File: src/rtl/counter_ctrl_pkg.sv
// counter_ctrl_pkg
//   Shared definitions for the counter sequencer slice: sequencer state
//   encodings and default datapath widths.
package counter_ctrl_pkg;

  localparam int DEF_WIDTH = 8;  // counter / config value width
  localparam int DEF_PRE_W = 8;  // prescale field width

  typedef enum logic [1:0] {
    ST_IDLE = 2'd0,
    ST_RUN  = 2'd1,
    ST_HOLD = 2'd2,
    ST_DONE = 2'd3
  } state_t;

endpackage

File: src/rtl/counter_sequencer_tick_prescaler.sv
// tick_prescaler
//   Divides the clock into a tick that fires once every prescale+1 enabled
//   cycles. The phase counter freezes while enable is low and clears
//   while rst is low, so the owner can hold or restart the phase.
// Ports:
//   clk       in   rising-edge clock
//   rst       in   synchronous clear, active-low
//   enable    in   advance the phase counter this cycle
//   prescale  in   tick period minus one
//   tick      out  high in the cycle where the phase counter reaches prescale
module tick_prescaler #(
  parameter int PRE_W = counter_ctrl_pkg::DEF_PRE_W
) (
  input  logic             clk,
  input  logic             rst,
  input  logic             enable,
  input  logic [PRE_W-1:0] prescale,
  output logic             tick
);

  logic [PRE_W-1:0] pre_cnt;

  // Combinational so the sequencer can act on the tick in the same cycle.
  assign tick = enable && (pre_cnt == prescale);

  // NOTE: sequential state is only ever updated with non-blocking
  // assignments, so every flop samples pre-edge values regardless of
  // process evaluation order.
  always_ff @(posedge clk) begin
    if (!rst) begin
      pre_cnt <= '0;
    end else if (enable) begin
      pre_cnt <= tick ? '0 : pre_cnt + 1'b1;
    end
  end

endmodule

File: src/rtl/counter_sequencer.sv
// counter_sequencer
//   Accepts a run configuration over a valid/ready handshake and drives
//   counter_out from start towards end in clamped steps, one step per
//   prescaled tick. Supports one-shot and auto-reload runs, pause and abort.
// Ports:
//   clk, rst        clock; synchronous active-low reset
//   cfg_valid/ready configuration handshake (ready only in IDLE, out of reset)
//   cfg_start/end   first and terminal counter values
//   cfg_step        increment per tick (0 behaves as 1)
//   cfg_prescale    tick every prescale+1 cycles
//   cfg_reload      1 = restart at terminal, 0 = one-shot
//   pause, abort    freeze sequencing / terminate the run
//   counter_out     registered counter value
//   busy            state is not IDLE
//   done/wrap/aborted  registered one-cycle event pulses
module counter_sequencer
  import counter_ctrl_pkg::*;
#(
  parameter int WIDTH = DEF_WIDTH,
  parameter int PRE_W = DEF_PRE_W
) (
  input  logic             clk,
  input  logic             rst,
  input  logic             cfg_valid,
  output logic             cfg_ready,
  input  logic [WIDTH-1:0] cfg_start,
  input  logic [WIDTH-1:0] cfg_end,
  input  logic [WIDTH-1:0] cfg_step,
  input  logic [PRE_W-1:0] cfg_prescale,
  input  logic             cfg_reload,
  input  logic             pause,
  input  logic             abort,
  output logic [WIDTH-1:0] counter_out,
  output logic             busy,
  output logic             done,
  output logic             wrap,
  output logic             aborted
);

  state_t           state_q, state_d;
  logic [WIDTH-1:0] count_d;
  logic             done_d, wrap_d, aborted_d;
  logic             load_cfg;

  logic [WIDTH-1:0] start_q, end_q, step_q;
  logic [PRE_W-1:0] prescale_q;
  logic             reload_q;

  logic             tick;
  logic             pre_run;
  logic [WIDTH-1:0] step_eff;
  logic [WIDTH:0]   sum;

  assign cfg_ready = (state_q == ST_IDLE) && rst;
  assign busy      = (state_q != ST_IDLE);

  // The phase counter is held cleared outside RUN/HOLD so every accepted
  // run starts its prescale phase at zero, while HOLD keeps the phase.
  assign pre_run = rst && ((state_q == ST_RUN) || (state_q == ST_HOLD));

  tick_prescaler #(.PRE_W(PRE_W)) u_prescaler (
    .clk      (clk),
    .rst      (pre_run),
    .enable   ((state_q == ST_RUN) && !pause && !abort),
    .prescale (prescale_q),
    .tick     (tick)
  );

  // One extra bit keeps the sum from wrapping past the top of the range
  // before it is clamped to end.
  assign step_eff = (step_q == '0) ? WIDTH'(1) : step_q;
  assign sum      = {1'b0, counter_out} + {1'b0, step_eff};

  // NOTE: every signal driven here gets a default first, so no path
  // through the case can leave one unassigned and infer a latch.
  always_comb begin
    state_d   = state_q;
    count_d   = counter_out;
    done_d    = 1'b0;
    wrap_d    = 1'b0;
    aborted_d = 1'b0;
    load_cfg  = 1'b0;
    case (state_q)
      ST_IDLE: begin
        if (cfg_valid) begin
          load_cfg = 1'b1;
          count_d  = cfg_start;
          state_d  = ST_RUN;
        end
      end
      ST_RUN: begin
        if (abort) begin
          aborted_d = 1'b1;
          state_d   = ST_IDLE;
        end else if (pause) begin
          state_d = ST_HOLD;
        end else if (tick) begin
          if (counter_out >= end_q) begin
            if (reload_q) begin
              count_d = start_q;
              wrap_d  = 1'b1;
            end else begin
              done_d  = 1'b1;
              state_d = ST_DONE;
            end
          end else begin
            count_d = (sum > {1'b0, end_q}) ? end_q : sum[WIDTH-1:0];
          end
        end
      end
      ST_HOLD: begin
        if (abort) begin
          aborted_d = 1'b1;
          state_d   = ST_IDLE;
        end else if (!pause) begin
          state_d = ST_RUN;
        end
      end
      ST_DONE: begin
        aborted_d = abort;
        state_d   = ST_IDLE;
      end
      default: state_d = ST_IDLE;
    endcase
  end

  always_ff @(posedge clk) begin
    if (!rst) begin
      state_q     <= ST_IDLE;
      counter_out <= '0;
      done        <= 1'b0;
      wrap        <= 1'b0;
      aborted     <= 1'b0;
    end else begin
      state_q     <= state_d;
      counter_out <= count_d;
      done        <= done_d;
      wrap        <= wrap_d;
      aborted     <= aborted_d;
    end
  end

  // NOTE: the configuration registers are cleared by reset on purpose so a
  // reset always leaves the block in a fully known state.
  always_ff @(posedge clk) begin
    if (!rst) begin
      start_q    <= '0;
      end_q      <= '0;
      step_q     <= '0;
      prescale_q <= '0;
      reload_q   <= 1'b0;
    end else if (load_cfg) begin
      start_q    <= cfg_start;
      end_q      <= cfg_end;
      step_q     <= cfg_step;
      prescale_q <= cfg_prescale;
      reload_q   <= cfg_reload;
    end
  end

endmodule

File: config.mk
export PLATFORM = sky130hd
export DESIGN_NAME = counter_sequencer
export DESIGN_NICKNAME = d
export VERILOG_FILES = /design/src/rtl/counter_ctrl_pkg.sv /design/src/rtl/counter_sequencer_tick_prescaler.sv /design/src/rtl/counter_sequencer.sv
export SDC_FILE = /design/constraint.sdc
export NUM_CORES = 1
export LEC_CHECK = 0
export CORE_MARGIN = 10
export CORE_UTILIZATION = 55
export CTS_BUF_LIST = sky130_fd_sc_hd__clkbuf_4
export DETAILED_ROUTE_END_ITERATION = 10
export PLACE_DENSITY = 0.8
export REMOVE_ABC_BUFFERS = 1
export SLEW_MARGIN = 20
export SYNTH_ARGS = -nofsm -noshare
export SYNTH_HDL_FRONTEND = slang
export SYNTH_SLANG_ARGS = --single-unit
File: constraint.sdc
create_clock -name clk -period 5.55 [get_ports clk]
set_clock_uncertainty 0.1 [all_clocks]
set_input_delay 0.8325 -clock clk [delete_from_list [all_inputs] [get_ports clk]]
set_output_delay 0.8325 -clock clk [all_outputs]
set_load 0.01 [all_outputs]
==> results.yml <==
logic_synthesis:
  async_flop_share: 0
  yosys_warnings: 0
  yosysUniqueCellTypes: 53
  ys_seq_elements: 54
  synth_area_leaders: "dfxtp_1 (33%), ha_1 (11%), nand2_1 (9.0%)"
  avgSynthCellArea_sq_um: 8.34
  synthCells: 392
  synth_compound_area_frac: 0.252
  synth_commonest_cells: "nand2_1 (78), dfxtp_1 (54), a21boi_0 (34)"
  synth_top_area_frac: 0.331
  synth-xor-area-share: 0.0428
  yosysTopAreaCell: "dfxtp_1"
  ys_seq_area_frac: 0.331
  synthMuxAreaShare: 0.00612
  synthAdderAreaFrac: 0.113
  synth-simple-area-share: 0.214
  syn_area_sq_um: 3270
  synth_edf_count: 0
  dominantRegCellSynth: "dfxtp_1"
  synth_top_family_by_area: "compound AO/OA/AOI/OAI gates"
  yosysMostFrequentCell: "nand2_1"
power_and_ir_drop:
  power.leakage_nw: 1.53
  ir_drop_v: 0.000167
  power.density_nw_per_um2: 306
clock_network:
  clk_latency_ns: 0.40
  clkTransAtPathRegs_ns: 0.17
  numCtsBuffers: 5
  root_buffer: "clkbuf_4"
  cts_max_level: 2
  post_cts_buffers: 0
  hold_buffers: 0
  post_cts_resized: 0
  cts_tree: "built"
  cts_sinks: 54
  clk_path_buf_depth: 2
sta:
  fin_ws_ns: 1.51
  hold_viol: 0
  fin_tns_setup_ns: 0
  period_needed_ns: 4.04
  max_freq_ghz: 0.247
  worst_pin_slew_ns: 0.834
  finalMaxSlewViolations: 0
  relSlewSlack: 0.440
  rsz0062_at_grt: "no"
  timing.final.crit_share: 0.728
  setup_viol: 0
place:
  dp_hpwl_microns: 5870
  place_worst_setup_slack_ns: 1.54
  portBuffers: 50
  place_congestion: 0.877
worst_setup_path:
  startpoint_type: "flip-flop"
  path_class: "reg2reg"
  worst_path_max_delay_cell: "or4_4"
  critPathBufInv: 0
  max_stage_delay_ns: 0.49
  cp.required_ns: 5.75
  arrival_ns: 4.24
  crit_fanout: 13
  crit_top_cell: "ha_1"
  end_kind: "flip-flop"
  crit_chain: "nor3_1 > a21o_1 > ha_1 > fa_1 > a211oi_1 > o21bai_1 > a21oi_1 > xnor2_1 > ha_1 > or4_4 > a2111oi_4 > o21a_2 > mux2i_1 > o22ai_2"
  crit_family: "compound AO/OA/AOI/OAI gates"
cells_and_area:
  fill_cells: 515
  layout-drive-gt1-share: 0.0645
  area_growth_pct: 18.1
  n_antenna_cell: 0
  final_core_util: 0.660
  nets: 500
flow_run:
  cap_violations: 0
detailed_routing:
  vias: 2886
  vias_per_cell: 5.67
  drc: 0
  dr.pass1.iters: 5
  ant_nets: 0
  drt_wl_total_microns: 7680
  wire_per_inst_microns: 15.1
  drtIter0Drc: 175
die:
  placementRows: 28
  die_h_microns: 97.1
  ios: 51
  die_x_microns: 97.1
  start_util: 0.559
  core_area_sq_um: 5850
  die_area_sq_um: 9430
hold_path:
  hp-class: "reg2reg"
grt:
  track_usage: 0.159
  grt_max_degree: 52
  antenna_found_initial: 0
  grt_overflow: 0
  grt_pass1_wl_microns: 13000
  grt_pass1_vias: 2637
outcome:
  status: "complete, no violations"
worst paths after layout:
path / startpoint / endpoint / slack, ns / cells after the start
hold / removal: end_q[4] / end_q[4] / 0.38 / 2
setup reg to reg: step_q[1] / counter_out[7] / 1.51 / 14
hold reg to reg: end_q[4] / end_q[4] / 0.38 / 2
setup / recovery: step_q[1] / counter_out[7] / 1.51 / 14
worst min-delay path, cell delays in order, from the launching register on:
cell and delay [ns]:
dfxtp_1 0.34, nand2_1 0.05, a21boi_0 0.06
cell families after synthesis:
kind of cell | after synthesis
simple gates | 151
flops | 54
compound gates | 108
fa+ha+maj | 29
xor+xnor | 16
mux | 2
buf+inv | 32
report_power, final:
part / leakage, nW / total, W / internal (W) / switching, W
Combinational: 1.05 / 0.000538 / 0.000231 / 0.000308
Sequential: 0.442 / 0.000462 / 0.000424 / 0.0000372
Clock: 0.0312 / 0.000182 / 0.0000496 / 0.000132
state kept, by name (all words and copies together) (netlist names):
signal               count
step_q                   8
wrap                     1
end_q                    8
counter_out              8
reload_q                 1
done                     1
start_q                  8
u_prescaler.pre_cnt      8
state_q                  2
aborted                  1
prescale_q               8
layer usage:
| layer | part of all wire | vias to the layer above | wire, microns | GRT usage |
|---|---|---|---|---|
| li1 | - | 1475 | - | - |
| met1 | 0.47 | 1325 | 3640 | 0.221 |
| met2 | 0.45 | 80 | 3480 | 0.245 |
| met3 | 0.064 | 6 | 490 | 0.0292 |
| met4 | 0.0099 | 0 | 76 | 0.0420 |
| met5 | 0 | - | 0 | 0 |
placed cells by master, fill, tap and decap left out, types with 3 or more instances in the layout:
master           netlist  final
nand2_1               78     78
a211oi_1               4      4
and2_1                 3      3
o31ai_1                9      9
nor2_1                21     21
nor2b_1                3      3
a21boi_0              34     34
a31oi_1                6      6
or3_1                  9      9
o21ai_0                3      3
o21a_1                 4      4
xnor2_1                4      4
nand4_1                3      3
and3_1                 4      4
nand3_1               18     18
buf_4                  1      3
clkbuf_4               0      5
a21oi_1                8      8
a21o_1                 5      5
o2bb2ai_1              6      6
ha_1                  28     28
o31a_1                 4      4
o21ai_1                5      5
inv_1                 12     12
clkdlybuf4s50_1        0     50
xor2_1                12     12
o22ai_1                4      4
dfxtp_1               54     54
a21oi_2                3      3
cell type report:
type / count / area (sq um) / area share
Multi-Input combinational cell: 306 / 2060 / 0.532
Sequential cell: 54 / 1080 / 0.280
Timing Repair Buffer: 53 / 523 / 0.135
Tap cell: 75 / 93.8 / 0.0243
Inverter: 13 / 48.8 / 0.0126
Clock buffer: 5 / 37.5 / 0.00972
Clock inverter: 3 / 21.3 / 0.00551
through the flow:
step | instances | power (W) | cell area, sq um | hold WS, ns
2_1_floorplan | 373 | 0.000830 | 3190 | 0.343
3_3_place_gp | 501 | 0.000995 | 3800 | 0.351
3_5_place_dp | 501 | 0.00100 | 3800 | 0.359
4_1_cts | 509 | 0.00118 | 3860 | 0.380
5_1_grt | 509 | 0.00127 | 3860 | 0.400
6_report | 509 | 0.00118 | 3860 | 0.376
No activity file was read; power rests on OpenSTA's default activity.
